**src/rtl/reg_file_bank.sv**
```systemverilog
// reg_file_bank: two-read, one-write register file with a clear sweep after
// reset, same-cycle write bypass and an optional hardwired-zero register 0.
// Optional feature macro: REGFILE_SCOREBOARD_EN adds a per-register busy
// vector (set by a reserve strobe, cleared by a write) reported on
// rs_busy/rt_busy. Without it, those outputs are 0 and rsv/rsva are ignored.
//
// Handshake: there is no valid/ready pairing on writes; ready is a level that
// is high once the clear sweep has finished, and a write (cnt=1) or reserve
// (rsv=1) only takes effect on a rising edge while ready is high and rst is 0.
module reg_file_bank #(
  parameter int WIDTH    = 32,
  parameter int DEPTH    = 32,
  parameter int ZERO_REG = 1,
  localparam int AW      = $clog2(DEPTH)
) (
  input  logic             clk,
  input  logic             rst,
  input  logic [AW-1:0]    rsa,
  input  logic [AW-1:0]    rta,
  output logic [WIDTH-1:0] rsd,
  output logic [WIDTH-1:0] rtd,
  input  logic [AW-1:0]    wta,
  input  logic [WIDTH-1:0] wtd,
  input  logic             cnt,
  output logic             ready,
  input  logic             rsv,
  input  logic [AW-1:0]    rsva,
  output logic             rs_busy,
  output logic             rt_busy
);

  localparam bit ZR = (ZERO_REG != 0);

  typedef enum logic {CLEAR = 1'b0, READY = 1'b1} state_t;

  state_t            state_q, state_d;
  logic [AW-1:0]     clr_ptr_q, clr_ptr_d;
  logic [WIDTH-1:0]  regs_q [DEPTH];
  logic [WIDTH-1:0]  regs_d [DEPTH];
  logic              wr_en;
  logic              byp_s, byp_t;

  assign ready = (state_q == READY);

  // A write is effective only in READY, outside reset, and never to a hardwired-zero reg 0.
  assign wr_en = ready && !rst && cnt && !(ZR && (wta == '0));
  assign byp_s = wr_en && (rsa == wta);
  assign byp_t = wr_en && (rta == wta);

  // Next-state logic: sweep clr_ptr through every register, then settle in READY.
  always_comb begin
    state_d   = state_q;
    clr_ptr_d = clr_ptr_q;
    case (state_q)
      CLEAR: begin
        clr_ptr_d = clr_ptr_q + AW'(1);
        if (clr_ptr_q == AW'(DEPTH - 1)) state_d = READY;
      end
      READY: ;
      default: state_d = CLEAR;
    endcase
  end

  // State register with synchronous reset that restarts the sweep from any state.
  always_ff @(posedge clk) begin
    if (rst) begin
      state_q   <= CLEAR;
      clr_ptr_q <= '0;
    end else begin
      state_q   <= state_d;
      clr_ptr_q <= clr_ptr_d;
    end
  end

  // Storage update: the sweep zeroes one entry per cycle; otherwise apply an effective write.
  always_comb begin
    regs_d = regs_q;
    if (!rst && (state_q == CLEAR)) regs_d[clr_ptr_q] = '0;
    else if (wr_en)                 regs_d[wta]       = wtd;
  end

  // Storage flops; contents are defined by the sweep, so no reset is needed here.
  always_ff @(posedge clk) begin
    regs_q <= regs_d;
  end

  // Combinational reads with write bypass; outputs stay 0 until the sweep is done.
  always_comb begin
    rsd = '0;
    rtd = '0;
    if (ready) begin
      if (byp_s)                  rsd = wtd;
      else if (!(ZR && rsa == '0)) rsd = regs_q[rsa];
      if (byp_t)                  rtd = wtd;
      else if (!(ZR && rta == '0)) rtd = regs_q[rta];
    end
  end

`ifdef REGFILE_SCOREBOARD_EN
  logic [DEPTH-1:0] busy_q, busy_d;
  logic             rsv_en;

  assign rsv_en = ready && !rst && rsv;

  // Busy update: a write clears its target, a reserve sets its target and wins a tie.
  always_comb begin
    busy_d = busy_q;
    if (wr_en)  busy_d[wta]  = 1'b0;
    if (rsv_en) busy_d[rsva] = 1'b1;
    if (ZR)     busy_d[0]    = 1'b0;
  end

  // Busy flops, cleared by reset.
  always_ff @(posedge clk) begin
    if (rst) busy_q <= '0;
    else     busy_q <= busy_d;
  end

  // Busy flags: a bypassed write reports not-busy unless a same-cycle reserve re-marks it.
  always_comb begin
    rs_busy = 1'b0;
    rt_busy = 1'b0;
    if (ready) begin
      if (byp_s) rs_busy = rsv_en && (rsva == rsa);
      else       rs_busy = busy_q[rsa];
      if (byp_t) rt_busy = rsv_en && (rsva == rta);
      else       rt_busy = busy_q[rta];
    end
  end
`else
  logic unused_rsv;
  assign unused_rsv = ^{rsv, rsva};
  assign rs_busy    = 1'b0;
  assign rt_busy    = 1'b0;
`endif

endmodule

```
**config.mk**
```make
export PLATFORM = sky130hd
export DESIGN_NAME = reg_file_bank
export DESIGN_NICKNAME = d
export VERILOG_FILES = /design/src/rtl/reg_file_bank.sv
export SDC_FILE = /design/constraint.sdc
export NUM_CORES = 2
export LEC_CHECK = 0
export CAP_MARGIN = 20
export CELL_PAD_IN_SITES_DETAIL_PLACEMENT = 1
export CELL_PAD_IN_SITES_GLOBAL_PLACEMENT = 1
export CORE_UTILIZATION = 40
export CTS_BUF_LIST = sky130_fd_sc_hd__clkbuf_4
export DETAILED_ROUTE_END_ITERATION = 12
export HOLD_SLACK_MARGIN = 0.1
export PLACE_DENSITY = 0.65
export SETUP_SLACK_MARGIN = 0.4
export SLEW_MARGIN = 20
export SYNTH_ARGS = -nofsm -noshare
export SYNTH_HDL_FRONTEND = slang
export SYNTH_SLANG_ARGS = --single-unit
```
**constraint.sdc**
```tcl
create_clock -name clk -period 5.65 [get_ports clk]
set_input_delay 1.13 -clock clk [delete_from_list [all_inputs] [get_ports clk]]
set_output_delay 1.13 -clock clk [all_outputs]
set_load 0.01 [all_outputs]
```
==> out/results.ini <==
[route]
dr.first_iter.drc_count = 6429
drtPass1Iterations = 6
finalWirelength_um = 227000
vias = 44600
wl_per_cell_um = 36.5
via_per_inst = 7.17
antenna_left = 0
drc = 0

[logic_synthesis]
synth_cells = 3936
ys_ff_latch = 1030
synth_edf_count = 1024
ys_seq_area_share_pct = 51.7
synth.top_cells.by_count = a22o_1 (1088), edfxtp_1 (1024), mux4_2 (512)
synthArstFlopShare_pct = 0
ys.flop_type = edfxtp_1
yosysMostFrequentCell = a22o_1
synth_area_leaders = edfxtp_1 (51%), mux4_2 (19%), a22o_1 (16%), mux2i_1 (2.2%), buf_2 (1.7%)
netlist_area_um2 = 59700
synth_warnings = 0
synth.largest_area_cell = edfxtp_1
yosysUniqueCellTypes = 45
avgSynthCellArea_um2 = 15.2
synth_top_area_share_pct = 51.5

[placed_design]
io_buffers = 114
place_congestion = 0.869
dp_hpwl_um = 143000

[global_routing]
antenna_found_initial = 8
grt_pass1_vias = 44600
grt_first_pass_wirelength_um = 323000
grt_max_degree = 69
grt-ovfl-total = 0
track_usage_pct = 29.4

[final_layout]
drive_gt1_share_pct = 33.0
multi_input_area_um2 = 27100
fillCellCount = 14400
post-route-util_pct = 45.6
area_growth_pct = 13.1
seq_area_um2 = 30900
final_nets = 4157

[sta]
maxSlewViolCount = 0
finalSetupTns_ns = 0
fin_crit_ns = 5.21
max_slew_margin_pct = 22.8
finalSetupViolCount = 0
rsz0062_at_grt = no
finalHoldViolCount = 0
skew_ns = 0.0425
finalCritPeriodShare_pct = 92.2
worst_slew_pin_slew_ns = 1.16
max_freq_mhz = 192

[run_status]
status = finished clean

[critical_path]
startpoint_type = primary input
cp.buffers_inverters = 4
path_max_fanout = 45
worstPathRequired_ns = 4.52
cp_cell_sequence = buf_6 > buf_4 > mux4_2 > mux2i_1 > mux2_2 > o221ai_1 > buf_4 > clkdlybuf4s50_1
critPathCaptureType = output port
cp_top_family = buffers and inverters
cpMostUsedCell = buf_4
cpMaxStageDelayCell = buf_6
cp.arrival_ns = 4.08
critPathMaxStageDelay_ns = 0.53
worstSetupPathType = in2out

[clock_network]
clock-root-buffer = clkbuf_4
clock_path_buffers = 4
clk_pin_slew_ns = 0.06
clk_latency_ns = 1.30
post_cts_buffers = 0
htreeDepth = 5
numCtsBuffers = 306
cts_sinks = 1030
cts_tree = built

[power]
p_leak_nw = 24.5
cellInternalPower_mw = 13.8
power.switching_mw = 5.66
p_sw_share_pct = 29.0
clockPowerShare_pct = 36.3
cellPowerDensity_nw_per_um2 = 289
p_seq_share_pct = 48.1
p_comb_share_pct = 15.5
ir_drop_mv = 0.182

[die]
rows = 141
die_w_um = 388
core_area_um2 = 148000
start_util_pct = 40.3
die-area_um2 = 151000
pin_count = 123
die_h_um = 388

[worst_hold_path]
hp-class = reg2reg

[run]
cap_viol_max_count = 0

## per-stage QoR
stage,power [mW],cells,instance area (um^2),setup slack (ns),hold slack (ns)
finish,19.5,6215,67500,0.440,0.590
floorplan,11.3,3937,59700,0.793,0.534
global route,20.1,6213,67500,0.422,0.606
CTS,19.5,6208,67400,0.275,0.548
global placement,12.4,5716,63900,0.282,0.563
detailed placement,12.5,5716,63900,0.271,0.573
## final cells by class
type	instances	share of cell area, %
diodes	5	0.0185
clock buffers	429	4.77
clock inverters	63	0.441
inverters	3	0.0167
multi-input cells	2378	40.2
flip-flops and latches	1030	45.7
well taps	1930	3.58
repair buffers	377	5.31
## per-layer routing
layer,GRT usage (%),vias up,wire length [um]
li1,-,17300,-
met4,10.3,6,6890
met1,40.5,23500,89600
met2,44.6,3239,103000
met5,0,-,39
met3,8.21,494,26900
## worst register-to-register path, delay by kind of cell (launching register included)
| kind | cells | cell delay (ns) |
|---|---|---|
| buffers and inverters | 2 | 0.70 |
| flip-flops | 1 | 0.33 |
| AND/OR/NAND/NOR | 2 | 1.74 |
## logic make-up (layout without fill, tap and decap cells)
family                     after synthesis  after routing  synth area share, %
buffers and inverters                  529            872                 4.28
xor gates and xnor gates                13             13                0.191
and+or+nand+nor                        394            394                 3.10
AOI/OAI and AO/OA                     1258           1258                 17.9
adders and majority gates                5              5                0.105
other                                    1              7              0.00628
muxes                                  706            706                 22.7
DFF                                   1030           1030                 51.7
## worst paths after layout
| path | startpoint | end | slack, ns | depth (start not counted) |
|---|---|---|---|---|
| setup / recovery | rta[1] | rtd[11] | 0.44 | 8 |
| hold / removal | regs_q[320] | regs_q[320] | 0.59 | 2 |
| setup reg to reg | ready | regs_q[747] | 2.63 | 4 |
| hold reg to reg | regs_q[320] | regs_q[320] | 0.59 | 2 |
## cell usage in the layout, fill, tap and decap left out, drive strengths merged, types with 7 or more instances in the layout
cell / n
nor2: 103
clkdlybuf4s50: 104
xor2: 12
clkbuf: 429
nand2: 153
a21oi: 33
mux2i: 130
clkinv: 58
o221ai: 64
buf: 271
o21ai: 65
edfxtp: 1024
a22o: 1088
and2: 37
mux4: 512
nand4: 64
nor2b: 7
mux2: 64
## registers in the layout, summed over array words and instances, names as in the netlist
signal,cells
regs_q,1024
clr_ptr_q,5
ready,1
## power by group through the flow
stage / clock network (mW) / registers, mW / logic [mW]
detailed placement: 0 / 9.50 / 2.95
global placement: 0 / 9.48 / 2.89
floorplan: 0 / 9.36 / 1.92
global route: 7.56 / 9.42 / 3.12
finish: 7.08 / 9.38 / 3.03
CTS: 7.21 / 9.36 / 2.96
## what timing repair did
action,in CTS,in global routing
resized for setup,0,9
setup endpoints to repair,11,37
hold buffers,0,0
Power figures use the tool's default switching activity.
